### src/rtl/stage3_fetch_redirect_ctrl_if.sv
// Instruction-memory read bus between the fetch controller (master) and memory (slave).
interface stage3_fetch_redirect_ctrl_if;
  logic        imem_ren;
  logic [31:0] imem_addr;
  logic        imem_busy;
  logic [31:0] imem_rdata;

  modport master (output imem_ren, output imem_addr, input imem_busy, input imem_rdata);
  modport slave  (input imem_ren, input imem_addr, output imem_busy, output imem_rdata);
endinterface

### src/rtl/stage3_fetch_redirect_ctrl.sv
// Fetch PC / instruction-request controller with redirect kill and in-flight drain.
// Optional misaligned-target trapping is enabled by STAGE3_FETCH_MISALIGN_CHECK_EN.
module stage3_fetch_redirect_ctrl #(
  parameter logic [31:0] RESET_PC = 32'h0000_0200
) (
  input  logic                         CLK,
  input  logic                         nRST,
  stage3_fetch_redirect_ctrl_if.master imem,
  input  logic                         redirect,
  input  logic [31:0]                  brj_addr,
  input  logic                         ex_stall,
  output logic                         fe_valid,
  output logic [31:0]                  fe_instr,
  output logic [31:0]                  fe_pc,
  output logic [31:0]                  fe_pc4
`ifdef STAGE3_FETCH_MISALIGN_CHECK_EN
  ,
  output logic                         fe_misaligned
`endif
);

  typedef enum logic {S_FETCH, S_DRAIN} state_t;

  state_t      r_state, w_state_nxt;
  logic [31:0] r_pc, r_pend;
  logic        r_fe_valid;
  logic [31:0] r_fe_instr, r_fe_pc, r_fe_pc4;
  logic        w_ren, w_full, w_inflight, w_complete, w_consume, w_apply, w_hold;
  logic [31:0] w_tgt;

`ifdef STAGE3_FETCH_MISALIGN_CHECK_EN
  logic r_misaligned;
  logic w_tgt_mis;
  assign w_tgt_mis     = |w_tgt[1:0];
  assign w_hold        = r_misaligned;
  assign fe_misaligned = r_misaligned;
`else
  assign w_hold = 1'b0;
`endif

  assign w_full     = r_fe_valid && ex_stall;
  assign w_inflight = w_ren && imem.imem_busy;
  assign w_complete = (r_state == S_FETCH) && w_ren && !imem.imem_busy && !redirect;
  assign w_consume  = r_fe_valid && !ex_stall;
  // A redirect arriving on the drain's final cycle supersedes the pending target.
  assign w_tgt      = (r_state == S_DRAIN && !redirect) ? r_pend : brj_addr;
  assign w_apply    = (r_state == S_FETCH) ? (redirect && !w_inflight) : !imem.imem_busy;

  always_ff @(posedge CLK) begin
    if (!nRST) r_state <= S_FETCH;
    else       r_state <= w_state_nxt;
  end

  always_comb begin
    w_state_nxt = r_state;
    case (r_state)
      S_FETCH: if (redirect && w_inflight) w_state_nxt = S_DRAIN;
      S_DRAIN: if (!imem.imem_busy)        w_state_nxt = S_FETCH;
      default: w_state_nxt = S_FETCH;
    endcase
  end

  always_comb begin
    w_ren = 1'b0;
    case (r_state)
      S_FETCH: w_ren = nRST && !w_full && !w_hold;
      S_DRAIN: w_ren = nRST;
      default: w_ren = 1'b0;
    endcase
  end

  assign imem.imem_ren  = w_ren;
  assign imem.imem_addr = r_pc;

  always_ff @(posedge CLK) begin
    if (!nRST) begin
      r_pc       <= RESET_PC;
      r_pend     <= '0;
      r_fe_valid <= 1'b0;
      r_fe_instr <= '0;
      r_fe_pc    <= '0;
      r_fe_pc4   <= '0;
`ifdef STAGE3_FETCH_MISALIGN_CHECK_EN
      r_misaligned <= 1'b0;
`endif
    end else begin
      if (redirect && w_inflight) r_pend <= brj_addr;
      if (w_apply) begin
        r_fe_valid <= 1'b0;
        r_pc       <= w_tgt & 32'hFFFF_FFFC;
`ifdef STAGE3_FETCH_MISALIGN_CHECK_EN
        // Misaligned target: present a NOP-flagged entry instead of fetching.
        r_misaligned <= w_tgt_mis;
        if (w_tgt_mis) begin
          r_fe_valid <= 1'b1;
          r_fe_instr <= 32'h0000_0013;
          r_fe_pc    <= w_tgt;
          r_fe_pc4   <= w_tgt + 32'd4;
        end
`endif
      end else if (redirect || r_state == S_DRAIN) begin
        r_fe_valid <= 1'b0;
      end else if (w_complete) begin
        r_fe_valid <= 1'b1;
        r_fe_instr <= imem.imem_rdata;
        r_fe_pc    <= r_pc;
        r_fe_pc4   <= r_pc + 32'd4;
        r_pc       <= r_pc + 32'd4;
      end else if (w_consume) begin
        r_fe_valid <= 1'b0;
      end
    end
  end

  assign fe_valid = r_fe_valid;
  assign fe_instr = r_fe_instr;
  assign fe_pc    = r_fe_pc;
  assign fe_pc4   = r_fe_pc4;

endmodule
### src/flat_wrapper.sv
// flat-port wrapper written by rule: the top's interface ports become plain ports
module stage3_fetch_redirect_ctrl_flat 
#(
  parameter logic [31:0] RESET_PC = 32'h0000_0200
)
  (CLK, nRST, redirect, brj_addr, ex_stall, fe_valid, fe_instr, fe_pc, fe_pc4, imem_imem_ren, imem_imem_addr, imem_imem_busy, imem_imem_rdata);
  stage3_fetch_redirect_ctrl_if imem_i ();
  input  logic CLK;
  input  logic nRST;
  input  logic redirect;
  input  logic [31:0] brj_addr;
  input  logic ex_stall;
  output logic fe_valid;
  output logic [31:0] fe_instr;
  output logic [31:0] fe_pc;
  output logic [31:0] fe_pc4;
  output wire logic [$bits(imem_i.imem_ren)-1:0] imem_imem_ren;
  output wire logic [$bits(imem_i.imem_addr)-1:0] imem_imem_addr;
  input wire logic [$bits(imem_i.imem_busy)-1:0] imem_imem_busy;
  input wire logic [$bits(imem_i.imem_rdata)-1:0] imem_imem_rdata;
  assign imem_imem_ren = imem_i.imem_ren;
  assign imem_imem_addr = imem_i.imem_addr;
  assign imem_i.imem_busy = imem_imem_busy;
  assign imem_i.imem_rdata = imem_imem_rdata;
  stage3_fetch_redirect_ctrl #(.RESET_PC(RESET_PC)) u_core (.CLK(CLK), .nRST(nRST), .imem(imem_i), .redirect(redirect), .brj_addr(brj_addr), .ex_stall(ex_stall), .fe_valid(fe_valid), .fe_instr(fe_instr), .fe_pc(fe_pc), .fe_pc4(fe_pc4));
endmodule
### config.mk
export PLATFORM = sky130hd
export DESIGN_NAME = stage3_fetch_redirect_ctrl_flat
export DESIGN_NICKNAME = d
export VERILOG_FILES = /design/src/rtl/stage3_fetch_redirect_ctrl_if.sv /design/src/rtl/stage3_fetch_redirect_ctrl.sv /design/src/flat_wrapper.sv
export SDC_FILE = /design/constraint.sdc
export NUM_CORES = 1
export LEC_CHECK = 0
export CORE_ASPECT_RATIO = 1.2
export CORE_MARGIN = 2
export CORE_UTILIZATION = 35
export DETAILED_ROUTE_END_ITERATION = 12
export PLACE_DENSITY = 0.71
export SLEW_MARGIN = 20
export SYNTH_ARGS = -nofsm -noshare
export SYNTH_HDL_FRONTEND = slang
export SYNTH_SLANG_ARGS = --single-unit
### constraint.sdc
create_clock -name CLK -period 2.03 [get_ports CLK]
set_clock_uncertainty 0.15 [all_clocks]
set_input_delay 0.5075 -clock CLK [delete_from_list [all_inputs] [get_ports CLK]]
set_output_delay 0.5075 -clock CLK [all_outputs]
set_load 0.05 [all_outputs]
==> key figures, run 1 <==
Synth
  – Largest family of logic cells by synthesized area: simple AND/OR/NAND/NOR gates
  – Mapped Avg Cell Area: 7.85 um^2
  – Area leader, netlist: dfxtp_1
  – Post-synth EDFFs: 0
  – Top cells by area, synth: dfxtp_1, nand2_1, a21oi_1
  – Post-synthesis xor/xnor area fraction: between 4 and 5%
  – Most used DFF post-synth: dfxtp_1
  – Sequential element share of the synthesized area: between 40% and 50%
  – Syn Inst Count: around 850
  – Yosys warns: 0
  – Adder-Cell Fraction of Synth Area: 0.187%
  – Post-synthesis cell area: between 0.006 and 0.007 mm^2
  – Yosys reg bits: 154
  – Synth Area in Compound Gates: 17.4%
  – Top-area cell type share of the netlist area: 46.1%
  – Mux contribution to synthesized area: under 10%
  – Simple-gate share of the synthesized area: roughly 25%
  – Asr flop ratio synth: 0%
  – Synth unique cells: 52

Power and ir drop
  – Sw Ratio: 28.5%
  – Seq pwr share: 40.9%
  – Cell Int Power: approximately 5.7 mW
  – PwrDens: ~810 mW/mm^2
  – Share of total power in combinational logic: ~18%
  – Static leakage: 4.04 nW
  – VDD IR max: about 0.56 mV
  – Clock power share: between 40% and 50%
  – P_sw: 2.28 mW

Finish
  – Fin nets: roughly 1200
  – Non-filler cells, final: between 1000 and 1500
  – Layout area overhead: 48.1%
  – Most frequent cells in the layout: nand2_1, buf_4, a21oi_1, dfxtp_1, clkdlybuf4s50_1
  – Layout cell share with drive strength beyond 1: between 20 and 30%
  – Commonest non-fill, non-tap cell in the layout: nand2_1
  – Final Cell Area: 0.00991 mm^2

Worst setup path
  – Reg2reg path depth: 6
  – Crit path launch: ex_stall
  – Required time of the critical path: 1.37 ns
  – Crit path capture type: output port
  – Critical path class: in -> out
  – RR Endpoint: u_core.imem.imem_addr[29]$_SDFFE_PN0P_
  – R2r startpoint: u_core.imem.imem_addr[3]$_SDFFE_PN0P_
  – CP endpoint: imem_imem_ren
  – CP Launch Type: primary input
  – Worst EP arrival: 1.32 ns
  – Critical Path Fanout Max: 4
  – FF-to-FF setup slack: between 0.05 and 0.06 ns

Global routing
  – First-pass GRT wire length: between 30000 and 40000 um
  – Number of global-route vias before repair: around 6300
  – GRT Util Overall: around 20%
  – GRT Residual Overflow: 0
  – Initial antenna violation count: 1
  – Largest net degree at the start of global routing: 52

Min path
  – HP Class: reg -> reg
  – Cell depth of the worst hold path: 2

STA
  – Final setup violation count: 0
  – RSZ-0062 raised after global routing: true
  – Tmin final: just under 2 ns
  – Max-slew violation count: 0
  – Fin crit share: a little over nine tenths
  – Final hold vios: 0
  – Max Fclk: 507 MHz

Routing
  – DRT antenna net count: 0
  – Detail-routed via count per cell: between 4 and 5
  – DRT iter0 DRCs: 401
  – WL per Instance: between 15 and 20 um
  – Via count: approximately 6700
  – Drt first pass iters: 5
  – Final wirelength: 20400 um
  – Drc violations: 0

Place
  – Placed cell count: 1321
  – RePlAce Congestion: around 0.86
  – IO Port Bufs: 190
  – Area post-placement: around 0.009 mm^2
  – DP Wirelength: between 10000 and 15000 um

CTS
  – CTS Hold Bufs: 0
  – CTS tree: done
  – H-tree level count: 4
  – Clk_lat worst skew: ~0.43 ns
  – Clk root buf: clkbuf_16
  – Num CTS Buffers: 17
  – Clock net sink count: approximately 150
  – Clock transition at path regs: 0.06 ns
  – Maximum root-to-sink buffer count: 2

Job
  – Max_cap viols: 0

Floorplan
  – Std cell rows: 55
  – Area of the die: 0.0202 mm^2
  – Top-Level Pins: 199
  – CORE AREA: between 0.015 and 0.02 mm^2
  – Initial Utilization: 35.6%
  – Die height: about 160 um
  – Die W: between 100 and 150 um

Run status
  – Status: completed
-- timing repair --
item	in CTS	in global routing
pin swaps	1	2
hold endpoints to repair	0	0
gates cloned	0	1
endpoints found under the setup margin	6	20
resized for setup	3	10
setup buffers	0	1
-- worst max-delay path, stage by stage --
cell and delay, ns:
dlygate4sd2_1 0.27, nand2_1 0.12, o21a_1 0.25, buf_12 0.17
-- cell type report --
cell class / instances / area [um^2]
sequential: 154 / 3160
antenna: 2 / 5.00
clock buffer: 22 / 505
timing repair buffer: 284 / 2480
fill: 1741 / 8870
clock inverter: 9 / 109
inverter: 3 / 13.8
multi-input combinational: 626 / 3320
tap: 256 / 320
-- how the worst min path moves through the flow --
stage | from | end
floorplan | u_core.r_pend[11]$_SDFFE_PN0P_ | u_core.r_pend[11]$_SDFFE_PN0P_
global placement | u_core.r_pend[15]$_SDFFE_PN0P_ | u_core.r_pend[15]$_SDFFE_PN0P_
detailed placement | u_core.fe_pc[5]$_SDFFE_PN0P_ | u_core.fe_pc[5]$_SDFFE_PN0P_
CTS | u_core.fe_pc[5]$_SDFFE_PN0P_ | u_core.fe_pc[5]$_SDFFE_PN0P_
global route | u_core.r_pend[7]$_SDFFE_PN0P_ | u_core.r_pend[7]$_SDFFE_PN0P_
finish | u_core.fe_instr[20]$_SDFFE_PN0P_ | u_core.fe_instr[20]$_SDFFE_PN0P_
-- power by group through the flow --
stage | clock network, mW | logic [mW] | registers (mW)
floorplan | 0 | 0.500 | 3.69
global placement | 0 | 1.44 | 3.34
detailed placement | 0 | 1.45 | 3.34
CTS | 3.34 | 1.45 | 3.28
global route | 3.46 | 1.56 | 3.30
finish | 3.28 | 1.46 | 3.28
-- metal layers --
metal / GRT usage [%] / share of wire, % / up-vias
li1: - / - / 3344
met1: 25.0 / 43 / 3135
met2: 32.5 / 48 / 200
met3: 5.54 / 7.1 / 28
met4: 7.63 / 2.0 / 0
met5: 0 / 0 / -
-- Yosys cell counts, types with 2 or more instances --
master	instances
buf_2	18
a211oi_1	15
a221o_1	6
and3_2	2
or2_2	4
xnor2_1	19
a21o_1	4
and4_2	2
dfxtp_1	154
nor2_1	26
clkbuf_1	43
a311oi_1	2
o21ai_0	24
nand4_4	2
clkbuf_8	3
inv_1	3
o22ai_1	2
xor2_1	16
and3_1	14
a21oi_1	126
nor4_1	8
buf_4	9
mux2i_1	7
nand2_1	265
a31oi_1	5
nor3_1	8
nor4_2	2
nand2b_1	2
nand3_1	25
nand4_1	9
o32a_1	5
o21ba_2	2
-- metrics by stage --
stage	setup slack [ns]	hold slack [ns]	setup TNS [ns]	utilization [%]	power (mW)
global route	-0.0242	0.319	-0.0242	52.8	8.31
CTS	0.0363	0.304	0	52.4	8.07
finish	0.0569	0.303	0	52.8	8.02
floorplan	-0.0448	0.286	-0.0460	-	4.19
global placement	-0.412	0.291	-43.61	49.1	4.78
detailed placement	-0.486	0.296	-47.69	49.1	4.79
-- kinds of logic after synthesis --
group                      after synthesis
muxes                                    8
DFF                                    154
xor gates and xnor gates                35
AOI/OAI and AO/OA                      200
adders and majority gates                1
buffers and inverters                   77
other                                    1
and+or+nand+nor                        376
-- flip-flops by register name, indices dropped and copies added, names as in the netlist --
signal / count
u_core.r_state: 1
u_core.fe_valid: 1
u_core.r_pend: 30
u_core.imem.imem_addr: 30
u_core.fe_pc: 30
u_core.fe_instr: 32
u_core.fe_pc4: 30
No activity file was read; power rests on OpenSTA's default activity.
==> inputs of run 2 (changes only) <==
--- a/config.mk
+++ b/config.mk
@@ -9,7 +9,7 @@
 export CORE_MARGIN = 2
 export CORE_UTILIZATION = 35
 export DETAILED_ROUTE_END_ITERATION = 12
-export PLACE_DENSITY = 0.71
+export PLACE_DENSITY = 0.68
 export SLEW_MARGIN = 20
 export SYNTH_ARGS = -nofsm -noshare
 export SYNTH_HDL_FRONTEND = slang
==> constraint.sdc (replaced) <==
create_clock -name CLK -period 1.9 [get_ports CLK]
set_clock_uncertainty 0.15 [all_clocks]
set_input_delay 0.475 -clock CLK [delete_from_list [all_inputs] [get_ports CLK]]
set_output_delay 0.475 -clock CLK [all_outputs]
set_load 0.05 [all_outputs]
==> key figures, run 2 (synthesis results as in run 1) <==
Global routing
  – First-pass GRT wire length: 32900 um (was 32200 um)
  – Largest net degree at the start of global routing: 35 (was 52)
  – Number of global-route vias before repair: 6435 (was 6297)
  – Initial antenna violation count: 1 (unchanged)
  – GRT Residual Overflow: 0 (unchanged)
  – GRT Util Overall: 20.5% (was 20.0%)

Worst setup path
  – Critical path, cell by cell: and4_4 > nand4_4 > buf_4 > nor3_2 > xor2_1 > a221o_1 (was dlygate4sd2_1 > nand2_1 > o21a_1 > buf_12)
  – Buf/Inv on CP: 1 (was 2)
  – Reg2reg path depth: 6 (unchanged)
  – Worst path slowest cell: dfxtp_4 (was dlygate4sd2_1)
  – R2r startpoint: u_core.imem.imem_addr[4]$_SDFFE_PN0P_ (was u_core.imem.imem_addr[3]$_SDFFE_PN0P_)
  – Worst EP arrival: 2.03 ns (was 1.32 ns)
  – CP Launch Type: flip-flop (was primary input)
  – RR Endpoint: u_core.imem.imem_addr[21]$_SDFFE_PN0P_ (was u_core.imem.imem_addr[29]$_SDFFE_PN0P_)
  – Critical Path Fanout Max: 6 (was 4)
  – Largest stage delay, worst path: 0.38 ns (was 0.27 ns)
  – Crit path capture type: flip-flop (was output port)
  – FF-to-FF setup slack: 0.03 ns (was 0.06 ns)
  – CP top delay family: simple AND/OR/NAND/NOR gates (was buffers and inverters)
  – Critical path class: reg -> reg (was in -> out)
  – Required time of the critical path: 2.06 ns (was 1.37 ns)

STA
  – RSZ-0062 raised after global routing: true (unchanged)
  – Tmin final: approximately 1.9 ns
  – Final hold vios: 0 (unchanged)
  – Fin crit share: a little over nine tenths
  – Max Fclk: around 530 MHz
  – Final setup violation count: 0 (unchanged)
  – Final worst slack: 0.0258 ns (was 0.0569 ns)
  – Max-slew violation count: 0 (unchanged)

Finish
  – Commonest non-fill, non-tap cell in the layout: nand2_1 (unchanged)
  – Non-filler cells, final: 1376 (was 1356)
  – Fin nets: 1177 (was 1156)
  – Most frequent cells in the layout: nand2_1, buf_4, a21oi_1, dfxtp_1, clkdlybuf4s50_1 (unchanged)
  – Final Cell Area: 0.0108 mm^2 (was 0.00991 mm^2)
  – Reg area: 0.00316 mm^2 (about the same)
  – Max reg flops: 32 (unchanged)
  – Layout area overhead: 61.8% (was 48.1%)
  – Layout fillers: 1619 (was 1741)
  – Multi-input gate area: 0.00347 mm^2 (was 0.00332 mm^2)
  – Layout cell share with drive strength beyond 1: 30.5% (was 28.3%)

CTS
  – Clock transition at path regs: 0.06 ns (about the same)
  – Clk root buf: clkbuf_16 (unchanged)
  – CTS tree: done (unchanged)
  – Clock net sink count: 154 (unchanged)
  – H-tree level count: 4 (unchanged)
  – CTS Hold Bufs: 0 (unchanged)
  – Num CTS Buffers: 17 (unchanged)
  – Maximum root-to-sink buffer count: 2 (unchanged)
  – Clk_lat worst skew: 0.43 ns (about the same)

Routing
  – Detail-routed via count per cell: 4.95 (about the same)
  – Final wirelength: 20700 um (was 20400 um)
  – WL per Instance: 15.0 um (about the same)
  – Drt first pass iters: 5 (unchanged)
  – DRT antenna net count: 0 (unchanged)
  – Via count: 6810 (was 6707)
  – Drc violations: 0 (unchanged)
  – DRT iter0 DRCs: 423 (was 401)

Min path
  – Hold Startpoint: u_core.fe_pc[14]$_SDFFE_PN0P_ (was u_core.fe_instr[20]$_SDFFE_PN0P_)
  – Cell depth of the worst hold path: 2 (unchanged)
  – HP Class: reg -> reg (unchanged)
  – Hold EP: u_core.fe_pc[14]$_SDFFE_PN0P_ (was u_core.fe_instr[20]$_SDFFE_PN0P_)

Floorplan
  – Area of the die: 0.0202 mm^2 (unchanged)
  – Top-Level Pins: 199 (unchanged)
  – Die W: 130 um (unchanged)
  – Die height: 155 um (unchanged)
  – CORE AREA: 0.0188 mm^2 (unchanged)
  – Initial Utilization: 35.6% (unchanged)
  – Std cell rows: 55 (unchanged)

Power and ir drop
  – Static leakage: 4.41 nW (was 4.04 nW)
  – PwrDens: 817 mW/mm^2 (was 809 mW/mm^2)
  – VDD IR max: 0.590 mV (was 0.564 mV)

Place
  – DP Wirelength: 14900 um (about the same)
  – Placed cell count: 1335 (was 1321)
  – RePlAce Congestion: 0.925 (was 0.862)
  – IO Port Bufs: 190 (unchanged)
  – Area post-placement: 0.00997 mm^2 (was 0.00922 mm^2)
  – Placement Setup Slack: -0.578 ns (was -0.486 ns)

Job
  – Max_cap viols: 0 (unchanged)

Run status
  – Status: completed (unchanged)
## run 2: cell count changes in the layout (fill, tap and decap cells not counted), sizes merged
cell          previous run  this run
buf                    217       238
bufbuf                   0         1
bufinv                   2         3
clkbuf                  23        24
clkinvlp                 2         0
diode                    2         1
dlygate4sd2              2         3
dlymetal6s2s             2         1
inv                      5         4
## run 2: final cells by class
cell class,count,area share [%]
multi-input combinational,626,32.0
timing repair buffer,305,30.0
sequential,154,29.2
clock buffer,24,4.65
tap,256,2.96
clock inverter,7,1.03
inverter,3,0.127
antenna,1,0.0231
## run 2: worst max path at each step
stage                                      startpoint                                      to  cells past startpoint
2_1_floorplan  u_core.imem.imem_addr[18]$_SDFFE_PN0P_  u_core.imem.imem_addr[28]$_SDFFE_PN0P_                      6
3_3_place_gp                                     nRST  u_core.imem.imem_addr[17]$_SDFFE_PN0P_                      6
3_5_place_dp                                 redirect  u_core.imem.imem_addr[17]$_SDFFE_PN0P_                      6
4_1_cts                  u_core.fe_valid$_SDFFE_PP0P_                           imem_imem_ren                      3
5_1_grt                                      redirect  u_core.imem.imem_addr[13]$_SDFFE_PN0P_                      7
6_report        u_core.imem.imem_addr[4]$_SDFFE_PN0P_  u_core.imem.imem_addr[21]$_SDFFE_PN0P_                      6
## run 2: metrics by stage
step	setup TNS, ns	total power [mW]	hold WS [ns]	util [%]
6_report	0	8.85	0.302	57.6
4_1_cts	-0.0279	8.90	0.304	56.9
3_5_place_dp	-59.78	5.35	0.296	53.1
2_1_floorplan	-2.06	4.49	0.286	-
5_1_grt	-0.237	9.17	0.318	57.6
3_3_place_gp	-54.92	5.34	0.291	53.1
## run 2: power by group
group	switching, mW	total [mW]	internal, mW	leakage, nW
clock network	1.29	3.53	2.24	0.306
logic	1.02	1.83	0.806	2.84
registers	0.117	3.49	3.37	1.27
## run 2: worst reg2reg max path, stage by stage (launching register included)
cell and delay (ns):
dfxtp_4 0.38, and4_4 0.26, nand4_4 0.18, buf_4 0.22, nor3_2 0.13, xor2_1 0.13, a221o_1 0.31
## run 2: metal layers
layer,up-vias,track usage [%],wire length (um),share of wire [%]
met2,227,34.0,9920,48
met1,3143,25.3,8740,42
met4,0,8.29,597,2.9
li1,3395,-,-,-
met3,45,5.26,1410,6.8
met5,-,0,0,0
## run 2: what timing repair did
| item | in CTS | in global routing |
|---|---|---|
| gates resized for setup | 13 | 18 |
| setup endpoints to repair | 52 | 57 |
| gates cloned | 1 | 0 |
| setup buffers | 3 | 5 |
| pin swaps | 5 | 13 |
| endpoints found under the hold margin | 0 | 0 |
==> inputs of run 3 (changes only) <==
--- a/config.mk
+++ b/config.mk
@@ -5,11 +5,13 @@
 export SDC_FILE = /design/constraint.sdc
 export NUM_CORES = 1
 export LEC_CHECK = 0
+export CAP_MARGIN = 10
 export CORE_ASPECT_RATIO = 1.2
 export CORE_MARGIN = 2
 export CORE_UTILIZATION = 35
 export DETAILED_ROUTE_END_ITERATION = 12
 export PLACE_DENSITY = 0.68
+export SETUP_SLACK_MARGIN = 0.02
 export SLEW_MARGIN = 20
 export SYNTH_ARGS = -nofsm -noshare
 export SYNTH_HDL_FRONTEND = slang
==> key figures, run 3 (synthesis results as in run 1) <==
Run status
  – Status: completed (unchanged)

Global routing
  – First-pass GRT wire length: 33000 um (was 32900 um)
  – Largest net degree at the start of global routing: 34 (was 35)
  – Initial antenna violation count: 1 (unchanged)
  – GRT Util Overall: 20.5% (about the same)
  – Number of global-route vias before repair: 6394 (was 6435)
  – GRT Residual Overflow: 0 (unchanged)

Worst setup path
  – CP top delay family: simple AND/OR/NAND/NOR gates (unchanged)
  – Worst path slowest cell: dfxtp_4 (unchanged)
  – Critical Path Fanout Max: 5 (was 6)
  – Crit path capture type: flip-flop (unchanged)
  – Critical path, cell by cell: buf_6 > nand4_1 > nor4_2 > buf_4 > nand3_4 > o32a_1 > o22ai_1 (was and4_4 > nand4_4 > buf_4 > nor3_2 > xor2_1 > a221o_1)
  – Buf/Inv on CP: 2 (was 1)
  – Worst EP arrival: 2.08 ns (was 2.03 ns)
  – Critical path class: reg -> reg (unchanged)
  – Largest stage delay, worst path: 0.39 ns (was 0.38 ns)
  – Required time of the critical path: 2.10 ns (was 2.06 ns)
  – CP Launch Type: flip-flop (unchanged)

Routing
  – Drc violations: 0 (unchanged)
  – DRT iter0 DRCs: 410 (was 423)
  – WL per Instance: 15.2 um (was 15.0 um)
  – Detail-routed via count per cell: 4.91 (was 4.95)
  – Final wirelength: 20900 um (was 20700 um)
  – DRT antenna net count: 0 (unchanged)
  – Via count: 6747 (was 6810)
  – Drt first pass iters: 5 (unchanged)

CTS
  – H-tree level count: 4 (unchanged)
  – Clock net sink count: 154 (unchanged)
  – Clk_lat worst skew: 0.43 ns (about the same)
  – Clk root buf: clkbuf_16 (unchanged)
  – CTS tree: done (unchanged)
  – Maximum root-to-sink buffer count: 2 (unchanged)
  – Clock transition at path regs: 0.07 ns (was 0.06 ns)
  – Num CTS Buffers: 17 (unchanged)
  – CTS Hold Bufs: 0 (unchanged)

Finish
  – Layout cell share with drive strength beyond 1: 31.5% (was 30.5%)
  – Most frequent cells in the layout: nand2_1, buf_4, dfxtp_1, a21oi_1, buf_12 (was nand2_1, buf_4, a21oi_1, dfxtp_1, clkdlybuf4s50_1)
  – Reg area: 0.00316 mm^2 (about the same)
  – Multi-input gate area: 0.00351 mm^2 (was 0.00347 mm^2)
  – Fin nets: 1173 (was 1177)
  – Max reg flops: 32 (unchanged)
  – Layout fillers: 1620 (was 1619)
  – Commonest non-fill, non-tap cell in the layout: nand2_1 (unchanged)
  – Non-filler cells, final: 1373 (was 1376)
  – Layout area overhead: 63.1% (was 61.8%)

Power and ir drop
  – VDD IR max: 0.645 mV (was 0.590 mV)
  – Static leakage: 4.41 nW (about the same)
  – Overall Power: 8.85 mW (about the same)
  – PwrDens: 811 mW/mm^2 (was 817 mW/mm^2)

Floorplan
  – Die height: 155 um (unchanged)
  – Std cell rows: 55 (unchanged)
  – Area of the die: 0.0202 mm^2 (unchanged)
  – CORE AREA: 0.0188 mm^2 (unchanged)
  – Top-Level Pins: 199 (unchanged)
  – Die W: 130 um (unchanged)
  – Initial Utilization: 35.6% (unchanged)

STA
  – Final hold vios: 0 (unchanged)
  – Max Fclk: 531 MHz (was 534 MHz)
  – Max-slew violation count: 0 (unchanged)
  – Worst hold margin: 0.303 ns (was 0.302 ns)
  – Final setup violation count: 0 (unchanged)
  – Fin crit share: 99.0% (was 98.6%)
  – Tmin final: 1.88 ns (was 1.87 ns)
  – RSZ-0062 raised after global routing: true (unchanged)

Place
  – IO Port Bufs: 190 (unchanged)
  – Placed cell count: 1328 (was 1335)
  – RePlAce Congestion: 0.904 (was 0.925)
  – DP Wirelength: 15000 um (was 14900 um)

Min path
  – HP Class: reg -> reg (unchanged)

Job
  – Max_cap viols: 0 (unchanged)
## run 3: cell types whose count changed in the layout (fill, tap and decap cells not counted), moves of 3 or more
cell and change:
inv_6 +5, clkbuf_1 -3, nor3_1 -3, clkbuf_8 -3
buf_4 -13, buf_6 +3, buf_12 +5, nor3_2 +3
## run 3: worst register-to-register path, cell delays in order, from the launching register on
cell,delay [ns]
dfxtp_4,0.39
buf_6,0.10
nand4_1,0.14
nor4_2,0.28
buf_4,0.21
nand3_4,0.09
o32a_1,0.30
o22ai_1,0.14
## run 3: final cells by class
type / instances / area share (%)
Sequential cell: 154 / 29.0
Multi-Input combinational cell: 626 / 32.1
Antenna cell: 1 / 0.0229
Inverter: 3 / 0.126
Timing Repair Buffer: 301 / 30.2
Tap cell: 256 / 2.94
Clock buffer: 18 / 4.13
Clock inverter: 14 / 1.42
## run 3: per-stage QoR
stage | cell area, um^2 | TNS [ns] | setup slack (ns) | util [%]
2_1_floorplan | 6910 | -2.06 | -0.108 | -
3_3_place_gp | 9960 | -59.06 | -0.483 | 53.0
3_5_place_dp | 9960 | -62.01 | -0.500 | 53.0
4_1_cts | 10700 | 0 | 0.0177 | 57.0
5_1_grt | 10900 | -0.348 | -0.0736 | 58.1
6_report | 10900 | 0 | 0.0184 | 58.1
## run 3: timing repair
| item | in CTS | in global routing |
|---|---|---|
| setup endpoints to repair | 82 | 54 |
| gates resized for setup | 23 | 29 |
| buffers inserted | 4 | 7 |
| gates cloned | 1 | 1 |
| pin swaps | 5 | 10 |
## run 3: power by group
part | leakage (nW) | switching (mW) | internal, mW
Combinational | 2.85 | 1.03 | 0.831
Sequential | 1.27 | 0.122 | 3.37
Clock | 0.295 | 1.46 | 2.04
## run 3: final timing paths
kind                                    startpoint                                      to  slack (ns)  cells past startpoint
min               u_core.fe_instr[20]$_SDFFE_PN0P_        u_core.fe_instr[20]$_SDFFE_PN0P_        0.30                      2
max reg2reg  u_core.imem.imem_addr[2]$_SDFFE_PN0P_  u_core.imem.imem_addr[25]$_SDFFE_PN0P_        0.02                      7
min reg2reg       u_core.fe_instr[20]$_SDFFE_PN0P_        u_core.fe_instr[20]$_SDFFE_PN0P_        0.30                      2
max          u_core.imem.imem_addr[2]$_SDFFE_PN0P_  u_core.imem.imem_addr[25]$_SDFFE_PN0P_        0.02                      7
## run 3: routing by layer
| layer | global-route usage [%] | share of wire [%] |
|---|---|---|
| met3 | 4.99 | 6.6 |
| met5 | 0 | 0 |
| met1 | 26.3 | 43 |
| met2 | 34.4 | 49 |
| met4 | 5.48 | 1.3 |
